===== config.mk =====
export PLATFORM = sky130hd
export DESIGN_NAME = mrd_frame_feeder_p2_flat
export DESIGN_NICKNAME = d
export VERILOG_FILES = /design/src/rtl/mrd_feeder_pkg.sv /design/src/rtl/mrd_frame_feeder_p2_if.sv /design/src/rtl/mrd_feeder_stats.sv /design/src/rtl/mrd_frame_feeder_p2.sv /design/src/flat_wrapper.sv
export SDC_FILE = /design/constraint.sdc
export NUM_CORES = 1
export LEC_CHECK = 0
export ABC_AREA = 1
export CELL_PAD_IN_SITES_DETAIL_PLACEMENT = 0
export CELL_PAD_IN_SITES_GLOBAL_PLACEMENT = 2
export CORE_MARGIN = 2
export CORE_UTILIZATION = 26
export CTS_CLUSTER_DIAMETER = 200
export DETAILED_ROUTE_END_ITERATION = 6
export GPL_ROUTABILITY_DRIVEN = 0
export HOLD_SLACK_MARGIN = 0.02
export PLACE_DENSITY = 0.85
export SLEW_MARGIN = 40
export SYNTH_ARGS = -nofsm -noshare
export SYNTH_HDL_FRONTEND = slang
export SYNTH_SLANG_ARGS = --single-unit

===== constraint.sdc =====
create_clock -name clk -period 11.3 [get_ports clk]
set_input_delay 2.26 -clock clk [delete_from_list [all_inputs] [get_ports clk]]
set_output_delay 2.26 -clock clk [all_outputs]
set_load 0.05 [all_outputs]

===== src/rtl/mrd_feeder_pkg.sv =====
// mrd_feeder_pkg: shared types and sizing helpers for the 2-lane DFT frame feeder.
package mrd_feeder_pkg;
  localparam int DW_DEF = 18;
  typedef enum logic [1:0] {IDLE, WAIT_RDY, STREAM, GAP} feeder_st_t;
  function automatic int gap_w(int gap_cycles);
    return $clog2(gap_cycles + 1);
  endfunction
  function automatic int beat_w(int pts_w);
    return pts_w - 1;
  endfunction
endpackage


===== src/rtl/mrd_frame_feeder_p2_if.sv =====
// mrd_frame_feeder_p2_if: upstream sample stream and DFT sink port; master is the feeder side.
interface mrd_frame_feeder_p2_if
  import mrd_feeder_pkg::*;
#(parameter int DW = DW_DEF);
  logic          up_valid;
  logic          up_ready;
  logic [DW-1:0] up_real [0:1];
  logic [DW-1:0] up_imag [0:1];
  logic          sink_valid;
  logic          sink_ready;
  logic          sink_sop;
  logic          sink_eop;
  logic [DW-1:0] sink_real [0:1];
  logic [DW-1:0] sink_imag [0:1];
  modport master (
    input  up_valid, up_real, up_imag, sink_ready,
    output up_ready, sink_valid, sink_sop, sink_eop, sink_real, sink_imag
  );
  modport slave (
    output up_valid, up_real, up_imag, sink_ready,
    input  up_ready, sink_valid, sink_sop, sink_eop, sink_real, sink_imag
  );
endinterface


===== src/rtl/mrd_feeder_stats.sv =====
// mrd_feeder_stats: frame counter (wrapping) and per-frame bubble counter (saturating).
module mrd_feeder_stats (
  input  logic        clk,
  input  logic        rst,
  input  logic        clr,
  input  logic        frame,
  input  logic        bubble,
  output logic [15:0] stat_frames,
  output logic [15:0] stat_bubbles
);
  always_ff @(posedge clk or posedge rst) begin
    if (rst) begin
      stat_frames  <= '0;
      stat_bubbles <= '0;
    end else begin
      stat_frames  <= stat_frames + 16'(frame);
      stat_bubbles <= clr ? '0 : (bubble && stat_bubbles != 16'hFFFF) ? stat_bubbles + 16'd1 : stat_bubbles;
    end
  end
endmodule


===== src/rtl/mrd_frame_feeder_p2.sv =====
// mrd_frame_feeder_p2: cuts a 2-lane sample stream into DFT frames with sop/eop and post-frame gap.
// Optional statistics outputs enabled by MRD_FEEDER_STATS_EN.
module mrd_frame_feeder_p2
  import mrd_feeder_pkg::*;
#(
  parameter int DW         = DW_DEF,
  parameter int PTS_W      = 12,
  parameter int GAP_CYCLES = 8
) (
  input  logic             clk,
  input  logic             rst,
  input  logic             cfg_start,
  input  logic [PTS_W-1:0] cfg_pts,
  input  logic [5:0]       cfg_size,
  input  logic             cfg_inverse,
  output logic             cfg_err,
  output logic             busy,
  output logic             frame_done,
  output logic [5:0]       size,
  output logic             inverse,
  mrd_frame_feeder_p2_if.master bus
`ifdef MRD_FEEDER_STATS_EN
  ,
  output logic [15:0]      stat_frames,
  output logic [15:0]      stat_bubbles
`endif
);
  localparam int BW = beat_w(PTS_W);
  localparam int GW = gap_w(GAP_CYCLES);
  feeder_st_t st, st_n;
  logic [BW-1:0] beats, cnt;
  logic [GW-1:0] gap_cnt;
  logic legal, start, accept, last;
  assign legal  = !cfg_pts[0] && cfg_pts != '0;
  assign start  = st == IDLE && cfg_start && legal;
  assign accept = st == STREAM && bus.up_valid;
  assign last   = cnt == beats - 1'b1;
  always_comb begin
    st_n = st;
    if (start) st_n = WAIT_RDY;
    if (st == WAIT_RDY && bus.sink_ready) st_n = STREAM;
    if (accept && last) st_n = GAP;
    if (st == GAP && gap_cnt == GW'(GAP_CYCLES)) st_n = IDLE;
    busy         = st != IDLE;
    bus.up_ready = st == STREAM;
  end
  always_ff @(posedge clk or posedge rst) begin
    if (rst) st <= IDLE;
    else     st <= st_n;
  end
  always_ff @(posedge clk or posedge rst) begin
    if (rst) begin
      cfg_err        <= 1'b0;
      frame_done     <= 1'b0;
      size           <= '0;
      inverse        <= 1'b0;
      beats          <= '0;
      cnt            <= '0;
      gap_cnt        <= '0;
      bus.sink_valid <= 1'b0;
      bus.sink_sop   <= 1'b0;
      bus.sink_eop   <= 1'b0;
      bus.sink_real  <= '{default: '0};
      bus.sink_imag  <= '{default: '0};
    end else begin
      cfg_err        <= cfg_start && (st != IDLE || !legal);
      frame_done     <= accept && last;
      bus.sink_valid <= accept;
      bus.sink_sop   <= accept && cnt == '0;
      bus.sink_eop   <= accept && last;
      gap_cnt        <= st == GAP ? gap_cnt + 1'b1 : '0;
      if (start) begin
        beats   <= cfg_pts[PTS_W-1:1];
        size    <= cfg_size;
        inverse <= cfg_inverse;
        cnt     <= '0;
      end
      // data registers only load on accepted beats so they hold across bubbles
      if (accept) begin
        cnt           <= cnt + 1'b1;
        bus.sink_real <= bus.up_real;
        bus.sink_imag <= bus.up_imag;
      end
    end
  end
`ifdef MRD_FEEDER_STATS_EN
  mrd_feeder_stats u_stats (
    .clk          (clk),
    .rst          (rst),
    .clr          (start),
    .frame        (accept && last),
    .bubble       (st == STREAM && !bus.up_valid),
    .stat_frames  (stat_frames),
    .stat_bubbles (stat_bubbles)
  );
`endif
endmodule

===== src/flat_wrapper.sv =====
// flat-port wrapper written by rule: the top's interface ports become plain ports
module mrd_frame_feeder_p2_flat import mrd_feeder_pkg::*;
#(
  parameter int DW         = DW_DEF,
  parameter int PTS_W      = 12,
  parameter int GAP_CYCLES = 8
)
  (clk, rst, cfg_start, cfg_pts, cfg_size, cfg_inverse, cfg_err, busy, frame_done, size, inverse, bus_up_valid, bus_up_real, bus_up_imag, bus_sink_ready, bus_up_ready, bus_sink_valid, bus_sink_sop, bus_sink_eop, bus_sink_real, bus_sink_imag);
  mrd_frame_feeder_p2_if #(.DW(DW)) bus_i ();
  input  logic clk;
  input  logic rst;
  input  logic cfg_start;
  input  logic [PTS_W-1:0] cfg_pts;
  input  logic [5:0] cfg_size;
  input  logic cfg_inverse;
  output logic cfg_err;
  output logic busy;
  output logic frame_done;
  output logic [5:0] size;
  output logic inverse;
  input wire logic [$bits(bus_i.up_valid)-1:0] bus_up_valid;
  input wire logic [$bits(bus_i.up_real)-1:0] bus_up_real;
  input wire logic [$bits(bus_i.up_imag)-1:0] bus_up_imag;
  input wire logic [$bits(bus_i.sink_ready)-1:0] bus_sink_ready;
  output wire logic [$bits(bus_i.up_ready)-1:0] bus_up_ready;
  output wire logic [$bits(bus_i.sink_valid)-1:0] bus_sink_valid;
  output wire logic [$bits(bus_i.sink_sop)-1:0] bus_sink_sop;
  output wire logic [$bits(bus_i.sink_eop)-1:0] bus_sink_eop;
  output wire logic [$bits(bus_i.sink_real)-1:0] bus_sink_real;
  output wire logic [$bits(bus_i.sink_imag)-1:0] bus_sink_imag;
  assign bus_i.up_valid = bus_up_valid;
  assign bus_i.up_real = {>>{bus_up_real}};
  assign bus_i.up_imag = {>>{bus_up_imag}};
  assign bus_i.sink_ready = bus_sink_ready;
  assign bus_up_ready = bus_i.up_ready;
  assign bus_sink_valid = bus_i.sink_valid;
  assign bus_sink_sop = bus_i.sink_sop;
  assign bus_sink_eop = bus_i.sink_eop;
  assign bus_sink_real = {>>{bus_i.sink_real}};
  assign bus_sink_imag = {>>{bus_i.sink_imag}};
  mrd_frame_feeder_p2 #(.DW(DW), .PTS_W(PTS_W), .GAP_CYCLES(GAP_CYCLES)) u_core (.clk(clk), .rst(rst), .cfg_start(cfg_start), .cfg_pts(cfg_pts), .cfg_size(cfg_size), .cfg_inverse(cfg_inverse), .cfg_err(cfg_err), .busy(busy), .frame_done(frame_done), .size(size), .inverse(inverse), .bus(bus_i));
endmodule

Word level (Yosys, flattened, before mapping)
Index checks and enable logic that the tools add are counted.

Register bits after elaboration: 111. Input bits: 96. Output and inout bits: 86.

$add $sub $neg: 3. Equality and inequality tests: 5. Mux-type cells: 7. Reduce and logical (&&, ||, !) cells: 18.

Operators by type and width (number): $mux W11 (2); $reduce_bool A12 Y1 (1); $add A11 B1 Y11 const B (1); $eq A11 B11 Y1 (1); $logic_not A11 Y1 (1); $sub A11 B1 Y11 const B (1); $logic_and A1 B1 Y1 (9); $mux W2 (4); $add A4 B1 Y4 const B (1); $eq A2 B2 Y1 const B (2); $eq A4 B4 Y1 const B (1); $mux W4 (1); $reduce_bool A2 Y1 (2); $reduce_bool A4 Y1 (1); $eq A2 B1 Y1 const B (1); $logic_not A1 Y1 (2); $logic_not A2 Y1 (1); $logic_or A1 B1 Y1 (1).

Longest topological paths before layout
Gate-level depths: netlist (run 1).

Word-level depth: 7. Mapped depth: 13.

Worst setup path before layout (run 1)
No wires, ideal clock.

Path kind: input to register. Start: input port cfg_pts[1]. End: register u_core.st[0]. Setup time: 133 ps. Arrival: 3023 ps. Data required time: 11167 ps. Setup slack: 8144 ps. Stages: 5. Buffers on the path: 1. Cell sequence: nor4_1 nand3_1 nand3_2 buf_2 o211ai_1.

Cells in the longest elaborated chain, start to end: 4.

RTL lines: from (decl) (line flat_wrapper.sv:13) `input logic [PTS_W-1:0] cfg_pts;`; $reduce_bool A12 Y1 (line mrd_frame_feeder_p2.sv:34) `assign legal = !cfg_pts[0] && cfg_pts != '0;`; $logic_and A1 B1 Y1 (line mrd_frame_feeder_p2.sv:34); $logic_and A1 B1 Y1 (line mrd_frame_feeder_p2.sv:35) `assign start = st == IDLE && cfg_start && legal;`; $reduce_bool A4 Y1 (no line); to (signal assigned) (line mrd_frame_feeder_p2.sv:49) `else st <= st_n;`; to (decl) (line mrd_frame_feeder_p2.sv:30) `feeder_st_t st, st_n;`.

No other way between the ends. A chain may end at the register's enable or synchronous reset.

Worst setup path in the final report (run 1)
Start: input port cfg_pts[1]. End: register u_core.cnt[1].

Cells in the longest elaborated chain, start to end: 4.

RTL lines: $reduce_bool A12 Y1 (line mrd_frame_feeder_p2.sv:34); $logic_and A1 B1 Y1 (line mrd_frame_feeder_p2.sv:34); $logic_and A1 B1 Y1 (line mrd_frame_feeder_p2.sv:35); $reduce_bool A2 Y1 (no line); to (signal assigned) (line mrd_frame_feeder_p2.sv:80) `cnt <= cnt + 1'b1;`; to (decl) (line mrd_frame_feeder_p2.sv:31) `logic [BW-1:0] beats, cnt;`.

No other way between the ends.

==> results.json, run 1 <==
{
  "peakVddDrop_mv": 0.162,
  "vias_per_cell": 4.24,
  "firstDrtPassIters": 4,
  "yosys-top-cells-area": "dfrtp_1, nand2_1, inv_1",
  "clock_sinks": 111,
  "wire_per_inst_um": 13.3,
  "numPortBuffers": 181,
  "htreeDepth": 3,
  "core_um2": 18100,
  "fin_tns_setup_ns": 0,
  "slew_violations": 0,
  "r2r-end": "u_core.cnt[5]",
  "hold_path_depth": 2,
  "cp-end-kind": "flop",
  "die_h_um": 141,
  "fillers": 1810,
  "cts_root_buf": "clkbuf_16",
  "grt_pass1_wl_um": 21500,
  "crit_chain": "clkdlybuf4s50_1 -> nor4_1 -> nand3_1 -> nand3_2 -> nand2_1 -> o21ai_0",
  "die_w_um": 141,
  "ys_top_cells_by_count": "nand2_1, dfrtp_1, inv_1",
  "path_depth": 6,
  "dpl_worst_slack_ns": 6.76,
  "final_antenna_net_count": 0,
  "power_leakage_nw": 3.48,
  "dieArea_um2": 19700,
  "rsz0062_at_grt": "false",
  "fin_skew_ns": 0.0132,
  "reg2reg_slack_ns": 9.09,
  "nets": 861,
  "diodes": 0,
  "io_pins": 182,
  "post_cts_resized": 0,
  "routed_wl_um": 13200,
  "power_w": 0.00226,
  "cp-startpoint": "cfg_pts[1]",
  "crit_buf_inv": 1,
  "synth_top_area_share_pct": 57.3,
  "hold_class": "reg -> reg",
  "hold_path_end": "u_core.bus.sink_imag[34]",
  "area_growth_pct": 48.7,
  "dp_hpwl_um": 9420,
  "grt_pass1_vias": 4291,
  "power_density_nw_per_um2": 313,
  "synthFlopType": "dfrtp_1",
  "status": "completed",
  "finalCriticalPeriod_ns": 4.12,
  "syn_nets": 687,
  "worstPathRequired_ns": 11.57,
  "max-cap-violations": 0,
  "tightest_slew_ns": 0.755,
  "syn_inst": 586,
  "initial_core_util_pct": 26.7,
  "async_flop_share_pct": 100,
  "synth_most_common_cell": "nand2_1",
  "synth_area_per_cell_um2": 8.27,
  "worst_slack_ns": 7.18,
  "post_cts_buffers": 0,
  "path_max_fanout": 42,
  "via_count": 4218,
  "yosysTopAreaCell": "dfrtp_1",
  "ff2ff_path_depth": 5,
  "maxSlewHeadroom_pct": 49.6,
  "crit_family": "simple AND/OR/NAND/NOR gates",
  "crit_type": "in -> reg",
  "min-delay-start": "u_core.bus.sink_imag[34]",
  "hold_buffers": 0,
  "antenna_found_initial": 0,
  "clk-insertion-delay-late_ns": 0.35,
  "grt-ovfl-total": 0,
  "rows": 49,
  "cts_tree": "done",
  "setup_viol": 0,
  "hold_violations": 0,
  "reg2reg_from": "u_core.st[0]",
  "ys_warn_count": 0,
  "drive_gt1_share_pct": 4.84,
  "max_stage_delay_ns": 0.56,
  "arrival_ns": 4.38,
  "start_kind": "primary input",
  "crit_slowest_cell": "nand3_2",
  "grt_usage_pct": 13.5,
  "synth_cell_types": 31,
  "numCtsBuffers": 9,
  "period_share_pct": 36.4,
  "remaining_drc_errors": 0,
  "clkTransAtPathRegs_ns": 0.08,
  "dr.first_iter.drc_count": 156,
  "synth-seq-cells": 111,
  "ys_seq_area_share_pct": 57.3,
  "fmax_mhz": 243,
  "synth_edf_count": 0,
  "grt_max_degree": 82,
  "syn-cell-area_um2": 4840,
  "max-clock-path-buffers": 2
}
flip-flops by register name (all words and copies together), names as in the netlist:
register and cells:
u_core.inverse 1, u_core.beats 11, u_core.bus.sink_imag 36, u_core.st 2, u_core.gap_cnt 4, u_core.bus.sink_eop 1, u_core.bus.sink_valid 1, u_core.cnt 11
u_core.size 6, u_core.bus.sink_real 36, u_core.cfg_err 1, u_core.bus.sink_sop 1
power by group:
| part | total (W) | switching (W) | internal (W) |
|---|---|---|---|
| sequential | 0.000700 | 0.000128 | 0.000573 |
| clock | 0.000344 | 0.000164 | 0.000180 |
| combinational | 0.00121 | 0.000812 | 0.000399 |
cell families after synthesis:
group / count (synthesis) / synth area share (%)
AND/OR/NAND/NOR: 357 / 29.5
flip-flops: 111 / 57.3
buffers and inverters: 66 / 5.66
AO/OA/AOI/OAI: 37 / 4.11
XOR/XNOR: 10 / 2.09
adder cells (fa/ha/maj): 5 / 1.29
worst register-to-register path, cell delays in order (launching register included):
cell     delay [ns]
dfrtp_1        0.43
or2_1          0.27
nor2_2         0.14
nand3_2        0.61
nand2_1        0.48
o32ai_1        0.13
cells in the final DEF (no fill, tap or decap), drive strengths merged, types with 3 or more instances in the layout:
| master | netlist | final |
|---|---|---|
| nor3 | 4 | 4 |
| o21ai | 16 | 16 |
| nor4 | 3 | 3 |
| clkdlybuf4s50 | 0 | 181 |
| ha | 5 | 5 |
| xor2 | 3 | 3 |
| o22ai | 3 | 3 |
| dfrtp | 111 | 111 |
| nand4 | 3 | 3 |
| clkbuf | 7 | 9 |
| buf | 14 | 3 |
| nand3 | 17 | 17 |
| nor2 | 45 | 45 |
| clkinv | 0 | 3 |
| nand2 | 284 | 284 |
| a21oi | 14 | 14 |
| inv | 45 | 47 |
| xnor2 | 6 | 6 |
cell type report:
cell class / count / area, um2 / area share, %
clock buffers: 9 / 225 / 3.13
inverters: 45 / 174 / 2.41
flip-flops and latches: 111 / 2780 / 38.6
well taps: 229 / 287 / 3.98
clock inverters: 7 / 104 / 1.44
multi-input cells: 409 / 1790 / 24.9
repair buffers: 184 / 1840 / 25.6
metal layers:
layer | vias to the layer above | GRT usage [%] | wire, um
li1 | 2144 | - | -
met1 | 1950 | 16.9 | 5710
met3 | 14 | 5.40 | 968
met5 | - | 0 | 0
met4 | 0 | 3.42 | 191
met2 | 110 | 21.9 | 6330
metrics by stage:
stage                     cell area [um2]  cells  hold WS, ns  util (%)
after detailed placement             6860    978        0.465      37.8
after floorplan                      4840    586        0.454         -
after CTS                            7190    994        0.487      39.6
after global placement               6860    978        0.461      37.8
final                                7200    994        0.483      39.7
after global routing                 7200    994        0.510      39.7
worst max path at each step:
| stage | to | slack [ns] |
|---|---|---|
| 5_1_grt | u_core.cnt[1] | 6.91 |
| 6_report | u_core.cnt[1] | 7.18 |
| 4_1_cts | u_core.cnt[1] | 7.12 |
| 3_3_place_gp | u_core.cnt[0] | 6.79 |
| 3_5_place_dp | u_core.cnt[1] | 6.76 |
| 2_1_floorplan | u_core.beats[0] | 6.11 |
(Power assumes the default switching activity.)
==> run 2: changes to the inputs <==
--- a/config.mk
+++ b/config.mk
@@ -9,12 +9,12 @@
 export CELL_PAD_IN_SITES_DETAIL_PLACEMENT = 0
 export CELL_PAD_IN_SITES_GLOBAL_PLACEMENT = 2
 export CORE_MARGIN = 2
-export CORE_UTILIZATION = 26
+export CORE_UTILIZATION = 22
 export CTS_CLUSTER_DIAMETER = 200
 export DETAILED_ROUTE_END_ITERATION = 6
 export GPL_ROUTABILITY_DRIVEN = 0
 export HOLD_SLACK_MARGIN = 0.02
-export PLACE_DENSITY = 0.85
+export PLACE_DENSITY = 0.77
 export SLEW_MARGIN = 40
 export SYNTH_ARGS = -nofsm -noshare
 export SYNTH_HDL_FRONTEND = slang
==> constraint.sdc (replaced) <==
create_clock -name clk -period 3.4 [get_ports clk]
set_input_delay 0.68 -clock clk [delete_from_list [all_inputs] [get_ports clk]]
set_output_delay 0.68 -clock clk [all_outputs]
set_load 0.05 [all_outputs]
==> results.json, run 2 (same netlist as run 1, synthesis figures left out) <==
{
  "status": "completed",
  "area_growth_pct": 51.1,
  "slew_violations": 0,
  "reg_top3": "u_core.bus.sink_imag: 36 flops, u_core.bus.sink_real: 36 flops",
  "die_w_um": 152,
  "post_dp_cell_area_um2": 6980,
  "max-clock-path-buffers": 2,
  "fin_skew_ns": 0.0134,
  "clk-insertion-delay-late_ns": 0.37,
  "routed_wl_um": 13800,
  "fmax_mhz": 409,
  "hold_path_end": "u_core.bus.sink_imag[15]",
  "power_density_nw_per_um2": 1030,
  "dp_hpwl_um": 9890,
  "tightest_slew_ns": 0.609,
  "max-cap-violations": 0,
  "fin_area_um2": 7320,
  "initial_core_util_pct": 22.3,
  "nets": 866,
  "cts_root_buf": "clkbuf_16",
  "rows": 54,
  "grt_pass1_wl_um": 22700,
  "reg2reg_from": "u_core.beats[0]",
  "htreeDepth": 3,
  "via_count": 4201,
  "cp-end-kind": "output port",
  "dr.first_iter.drc_count": 159,
  "hold_buffers": 0,
  "drive_gt1_share_pct": 5.45,
  "wire_per_inst_um": 13.1,
  "crit_type": "reg -> out",
  "io_pins": 182,
  "grt_max_degree": 55,
  "cts_tree": "done",
  "arrival_ns": 1.77,
  "r2r-end": "u_core.st[1]",
  "power_leakage_nw": 3.51,
  "post_cts_resized": 0,
  "period_share_pct": 71.9,
  "core_um2": 21700,
  "firstDrtPassIters": 4,
  "final_antenna_net_count": 0,
  "clock_sinks": 111,
  "vias_per_cell": 4.00,
  "grt_usage_pct": 12.2,
  "peakVddDrop_mv": 0.566,
  "antenna_found_initial": 0,
  "worstPathRequired_ns": 2.72,
  "grt_pass1_vias": 4259,
  "reg2reg_slack_ns": 1.50,
  "min-delay-start": "u_core.bus.sink_imag[15]",
  "path_max_fanout": 5,
  "diodes": 0,
  "clkTransAtPathRegs_ns": 0.08,
  "post_cts_buffers": 0,
  "rsz0062_at_grt": "false",
  "dieArea_um2": 23200,
  "maxSlewHeadroom_pct": 59.4,
  "ff2ff_path_depth": 12,
  "setup_viol": 0,
  "start_kind": "flop",
  "hold_class": "reg -> reg",
  "numCtsBuffers": 9,
  "hold_path_depth": 2,
  "layout.cells.most_common": "nand2_1",
  "finalCriticalPeriod_ns": 2.45,
  "timing.hold.ws_ns": 0.480,
  "fin_tns_setup_ns": 0,
  "die_h_um": 152,
  "numPortBuffers": 181,
  "remaining_drc_errors": 0,
  "hold_violations": 0,
  "grt-ovfl-total": 0,
  "mostFrequentLayoutCells": "nand2_1, clkdlybuf4s50_1, dfrtp_1"
}
[run 2: final cells by class]
| cell class | instances | area (um2) |
|---|---|---|
| Fill cell | 2292 | 14400 |
| Sequential cell | 111 | 2780 |
| Timing Repair Buffer | 189 | 1920 |
| Multi-Input combinational cell | 409 | 1790 |
| Tap cell | 280 | 350 |
| Clock buffer | 10 | 239 |
| Inverter | 45 | 173 |
| Clock inverter | 6 | 70.1 |
[run 2: worst max-delay path: stages, from the launching register on]
cell             delay [ns]
dfrtp_1                0.43
nor2_2                 0.16
clkdlybuf4s50_1        0.82
[run 2: through the flow]
step,util [%],instances,setup slack (ns),total power [W]
2_1_floorplan,-,586,1.38,0.00499
3_3_place_gp,32.2,1033,0.734,0.00646
3_5_place_dp,32.2,1033,0.705,0.00644
4_1_cts,33.6,1049,0.918,0.00762
5_1_grt,33.7,1050,0.893,0.00803
6_report,33.7,1050,0.955,0.00750
[run 2: per-layer routing]
layer	GRT usage (%)	up-vias	routed length (um)
met5	0	-	0
met4	2.89	0	144
met2	19.5	99	6410
met3	5.12	10	1010
met1	15.3	1933	6230
li1	-	2159	-
[run 2: report_power, final]
part	switching, W	total (W)	internal, W
Sequential	0.000412	0.00231	0.00190
Clock	0.000573	0.00112	0.000546
Combinational	0.00273	0.00407	0.00134
[run 2: worst max path at each step]
stage                       from               to  slack (ns)  depth (start not counted)
floorplan                    rst  u_core.beats[0]        1.38                          1
global placement      cfg_pts[1]  u_core.beats[2]        0.73                          7
detailed placement    cfg_pts[1]  u_core.beats[0]        0.71                          7
CTS                 u_core.st[0]     bus_up_ready        0.92                          2
global route        u_core.st[0]     bus_up_ready        0.89                          2
finish              u_core.st[0]     bus_up_ready        0.95                          2
